$ cat src/rtl/sram_controller.sv
// sram_controller: 32-bit word loads/stores over a 16-bit SRAM as LOW/HIGH halfword phases plus wait states
module sram_controller #(
  parameter int BASE_ADDR = 1024,
  parameter int WAIT_CYCLES = 2
) (
  input  logic        clk,
  input  logic        rst,
  input  logic        wr_en,
  input  logic        rd_en,
  input  logic [31:0] address,
  input  logic [31:0] write_data,
  output logic [31:0] read_data,
  output logic        ready,
  output logic [17:0] sram_addr,
  output logic [15:0] sram_dq_out,
  output logic        sram_dq_oe,
  input  logic [15:0] sram_dq_in,
  output logic        sram_we_n
);
  typedef enum logic [2:0] {IDLE, LOW, HIGH, WAIT, DONE} state_t;
  localparam logic [2:0] LAST = 3'(WAIT_CYCLES - 1);
  state_t      state;
  logic [2:0]  cnt;
  logic        op;
  logic [16:0] base, base_next;
  logic [31:0] wdata;
  assign base_next = 17'((address - 32'(BASE_ADDR)) >> 2);
  assign ready = rst || state == DONE || (state == IDLE && !(wr_en || rd_en));
  always_ff @(posedge clk)
    if (rst) begin
      state       <= IDLE;
      cnt         <= '0;
      op          <= 1'b0;
      base        <= '0;
      wdata       <= '0;
      read_data   <= '0;
      sram_addr   <= '0;
      sram_dq_out <= '0;
      sram_dq_oe  <= 1'b0;
      sram_we_n   <= 1'b1;
    end else
      case (state)
        IDLE: if (wr_en || rd_en) begin
          state       <= LOW;
          op          <= wr_en;
          base        <= base_next;
          wdata       <= write_data;
          sram_addr   <= {base_next, 1'b0};
          sram_dq_out <= write_data[15:0];
          sram_dq_oe  <= wr_en;
          sram_we_n   <= !wr_en;
        end
        LOW: begin
          state       <= HIGH;
          sram_addr   <= {base, 1'b1};
          sram_dq_out <= wdata[31:16];
          if (!op) read_data[15:0] <= sram_dq_in;
        end
        HIGH: begin
          state      <= WAIT;
          cnt        <= '0;
          sram_addr  <= {base, 1'b0};
          sram_dq_oe <= 1'b0;
          sram_we_n  <= 1'b1;
          if (!op) read_data[31:16] <= sram_dq_in;
        end
        WAIT: begin
          cnt   <= cnt == LAST ? 3'd0 : cnt + 3'd1;
          state <= cnt == LAST ? DONE : WAIT;
        end
        default: state <= IDLE;
      endcase
endmodule

$ cat config.mk
export PLATFORM = sky130hd
export DESIGN_NAME = sram_controller
export DESIGN_NICKNAME = d
export VERILOG_FILES = /design/src/rtl/sram_controller.sv
export SDC_FILE = /design/constraint.sdc
export NUM_CORES = 1
export LEC_CHECK = 0
export ABC_CLOCK_PERIOD_IN_PS = 1650
export CORE_MARGIN = 10
export CORE_UTILIZATION = 40
export DETAILED_ROUTE_END_ITERATION = 8
export PLACE_DENSITY_LB_ADDON = 0.15
export REMOVE_ABC_BUFFERS = 1
export SLEW_MARGIN = 10
export SYNTH_ARGS = -nofsm -noshare
export SYNTH_HDL_FRONTEND = slang
export SYNTH_SLANG_ARGS = --single-unit
$ cat constraint.sdc
create_clock -name clk -period 1.65 [get_ports clk]
set_input_delay 0.165 -clock clk [delete_from_list [all_inputs] [get_ports clk]]
set_output_delay 0.165 -clock clk [all_outputs]
set_load 0.02 [all_outputs]
==> reports/qor.csv <==
stage,metric,value,unit
placement,dpl hpwl,9010,um
sta,Final Max Slew Viols,0,
sta,final setup vio count,0,
power,Pwr Density,998,nW/um^2
layout,# diodes,0,
placement,placer congestion estimate,0.776,
worst_hold_path,worst hold stages,4,
setup_path,peak fanout along the critical path,16,
route,initial DRC count,289,
power,Leak,2.41,nW
sta,max_slew headroom,0.534,
placement,placed cell area,6080,um^2
setup_path,CP Capture Type,flop,
placement,pre-CTS setup slack,-0.516,ns
placement,Port Buffers,137,
setup_path,WP buf/inv,3,
sta,fmax,642,MHz
setup_path,CP arrival,1.79,ns
route,Post-DRT Antenna Nets,0,
layout,fin area,6440,um^2
layout,layout cell share with drive strength beyond 1,0.127,
layout,nets,765,
floorplan,initial core utilization,0.416,
layout,Area Growth Syn to Fin,48.8,%
setup_path,startpoint types,flop,
setup_path,Most common cell on crit path,buf_4,
setup_path,RR Startpoint,state[2],
setup_path,reg-to-reg setup timing slack,0.09,ns
cts,CTS H-tree depth,3,
power,Seq pwr share,0.468,
setup_path,Worst Reg-to-Reg Cells,7,
sta,Tcrit/Tclk final,0.944,
yosys,synthesized area per cell,8.34,um^2
route,Pre-antenna DRT Iters,4,
grt,largest net degree at the start of global routing,107,
floorplan,core area,10400,um^2
sta,Final Hold Fails,0,
setup_path,Crit Path Class,reg -> reg,
setup_path,reg-to-reg endpoint,read_data[9],
power,combinational share of power,0.293,
cts,clk slew on worst S/H paths,0.10,ns
route,Via Count,4189,
layout,Finished Layout Cells,821,
yosys,number of synthesized flops with an enable pin,0,
sta,Layout Skew,0.0134,ns
sta,Worst-Margin Slew,0.697,ns
grt,vias in the first global route,4063,
power,Sw Share,0.315,
cts,CTS tree,yes,
power,Clk pwr share,0.239,
run,max_cap viols,0,
cts,Root Driver,clkbuf_8,
yosys,post-synthesis sequential area ratio,0.499,
sta,final worst slack,0.0917,ns
setup_path,CP max stage delay,0.40,ns
yosys,synth unique cells,41,
grt,"Remaining Overflow, GRT",0,
cts,CTS Buf Count,9,
floorplan,Cell Rows,37,
worst_hold_path,Tightest Hold Check Type,in -> reg,
yosys,Cells after Synth,519,
floorplan,I/O pin total,153,
yosys,Main synth FF type,dfxtp_1,
worst_hold_path,hold path startpoint,rst,
power,Pint,0.00440,W
worst_hold_path,Hold EP,sram_addr[13],
yosys,synth warn,0,
route,routed vias/inst,5.10,
setup_path,CP top delay family,buffers and inverters,
grt,initial antenna violation count,0,
route,WL final,13200,um
floorplan,Die Area,15400,um^2
power,VDD IR max,470,uV
yosys,Yosys reg bits,108,
power,NetSw,0.00203,W
route,# DRC,0,
floorplan,Die Span Y,124,um
floorplan,Die Wd,124,um
placement,placed insts,795,
setup_path,Critical-path top delay cell,dfxtp_4,
cts,clock sink count,108,
sta,minimum clock period,1.56,ns
yosys,Mapped Area,4330,um^2
cts,"Clk Latency, worst-skew pair",0.37,ns
setup_path,critical path required time,1.88,ns
route,wire per inst,16.0,um
cts,Clock Path Buffers,2,
grt,global-route wire length before repair,20100,um
yosys,Async SR Flop Fraction,0,
setup_path,crit path cell chain,"buf_4, nor3b_4, buf_6, nand2b_1, buf_4, nand2_1, a21oi_1",
grt,GRT Overall Usage,0.161,
run_status,outcome,"complete, no violations",
## how the worst max path moves through the flow
| stage | from | slack, ns | cells after the start | to |
|---|---|---|---|---|
| after floorplan | state[0] | -1.97 | 4 | read_data[0] |
| final | state[2] | 0.09 | 7 | read_data[9] |
| after detailed placement | wr_en | -0.52 | 5 | sram_dq_out[13] |
| after global routing | state[0] | -0.006 | 6 | read_data[6] |
| after CTS | state[1] | 0.002 | 4 | ready |
| after global placement | wr_en | -0.36 | 5 | sram_dq_out[2] |
## power by group through the flow
stage,clock network [W],logic [W],registers [W]
floorplan,0,0.000610,0.00326
global placement,0,0.00174,0.00306
detailed placement,0,0.00177,0.00307
CTS,0.00158,0.00182,0.00302
global route,0.00167,0.00204,0.00304
finish,0.00154,0.00188,0.00301
## stage by stage
step | hold slack (ns) | utilization | total power [W] | setup TNS [ns]
2_1_floorplan | 0.234 | - | 0.00387 | -90.23
3_3_place_gp | 0.441 | 0.584 | 0.00480 | -6.43
3_5_place_dp | 0.447 | 0.584 | 0.00484 | -8.41
4_1_cts | 0.312 | 0.609 | 0.00642 | 0
5_1_grt | 0.332 | 0.618 | 0.00675 | -0.0143
6_report | 0.320 | 0.618 | 0.00643 | 0
## logic make-up after synthesis
group	count (synthesis)	synth area share
adders and majority gates	1	0.00289
xor gates and xnor gates	8	0.0179
DFF	108	0.499
muxes	16	0.0370
AOI/OAI and AO/OA	121	0.177
buffers and inverters	42	0.0471
and+or+nand+nor	223	0.218
## Yosys cell counts, types with 3 or more instances
library cell	number	area (um^2)
a21oi_1	65	325
o211ai_1	7	52.6
nor2_1	45	169
inv_1	3	11.3
o21ai_0	7	35.0
nor2b_1	3	18.8
buf_2	9	45.0
a311oi_1	8	70.1
mux2i_1	16	160
a211oi_1	25	188
nand2_1	141	529
nand3b_1	4	30.0
nor4_1	4	25.0
buf_4	5	37.5
nand2b_1	3	18.8
xnor2_1	4	35.0
dfxtp_1	108	2160
nor3_1	5	25.0
xor2_1	3	26.3
nand3_1	6	30.0
nor3_2	3	30.0
clkbuf_1	21	78.8
## worst reg2reg max path, delay by kind of cell (launching register included)
kind | cells | cell delay (ns)
AO/OA/AOI/OAI | 1 | 0.07
AND/OR/NAND/NOR | 3 | 0.43
flip-flops | 1 | 0.40
buffers and inverters | 3 | 0.53
## cell usage in the layout, fill, tap and decap left out, types with 2 or more instances in the layout
cell type / n
a211oi_1: 25
a21boi_0: 2
a21oi_1: 65
a311oi_1: 7
buf_12: 7
buf_4: 38
buf_6: 4
clkbuf_8: 10
clkdlybuf4s50_1: 135
clkinv_4: 2
dfxtp_1: 105
dfxtp_4: 3
inv_1: 3
inv_6: 3
mux2i_1: 16
nand2_1: 141
nand2b_1: 3
nand3_1: 6
nand3b_1: 4
nand4b_1: 2
nor2_1: 45
nor3_1: 4
nor3_2: 4
nor3_4: 2
nor4_1: 4
o211ai_1: 7
o21ai_0: 7
o41ai_2: 2
xnor2_1: 4
xor2_1: 3
## layer usage
metal | vias up | GRT usage | share of wire
met5 | - | 0 | 0
met4 | 0 | 0.0496 | 0.013
met3 | 14 | 0.0434 | 0.081
met2 | 120 | 0.265 | 0.47
met1 | 1956 | 0.202 | 0.43
li1 | 2099 | - | -
## cell type report
type / count / area (um^2)
Multi-Input combinational cell: 371 / 2050
Tap cell: 136 / 170
Clock inverter: 5 / 43.8
Sequential cell: 108 / 2170
Clock buffer: 11 / 141
Inverter: 4 / 15.0
Timing Repair Buffer: 186 / 1850
Fill cell: 920 / 3980
## what timing repair did
| item | CTS | global route |
|---|---|---|
| cloned | 3 | 1 |
| endpoints found under the setup margin | 22 | 21 |
| hold buffers | 0 | 0 |
| pin swaps | 1 | 3 |
| setup buffers | 1 | 5 |
| gates resized for setup | 12 | 9 |
## flip-flops by register name, indices dropped and copies added (netlist names)
name	cells
base	17
cnt	3
op	1
read_data	32
sram_addr	18
sram_dq_oe	1
sram_dq_out	16
sram_we_n	1
state	3
wdata	16
(Power assumes the default switching activity.)
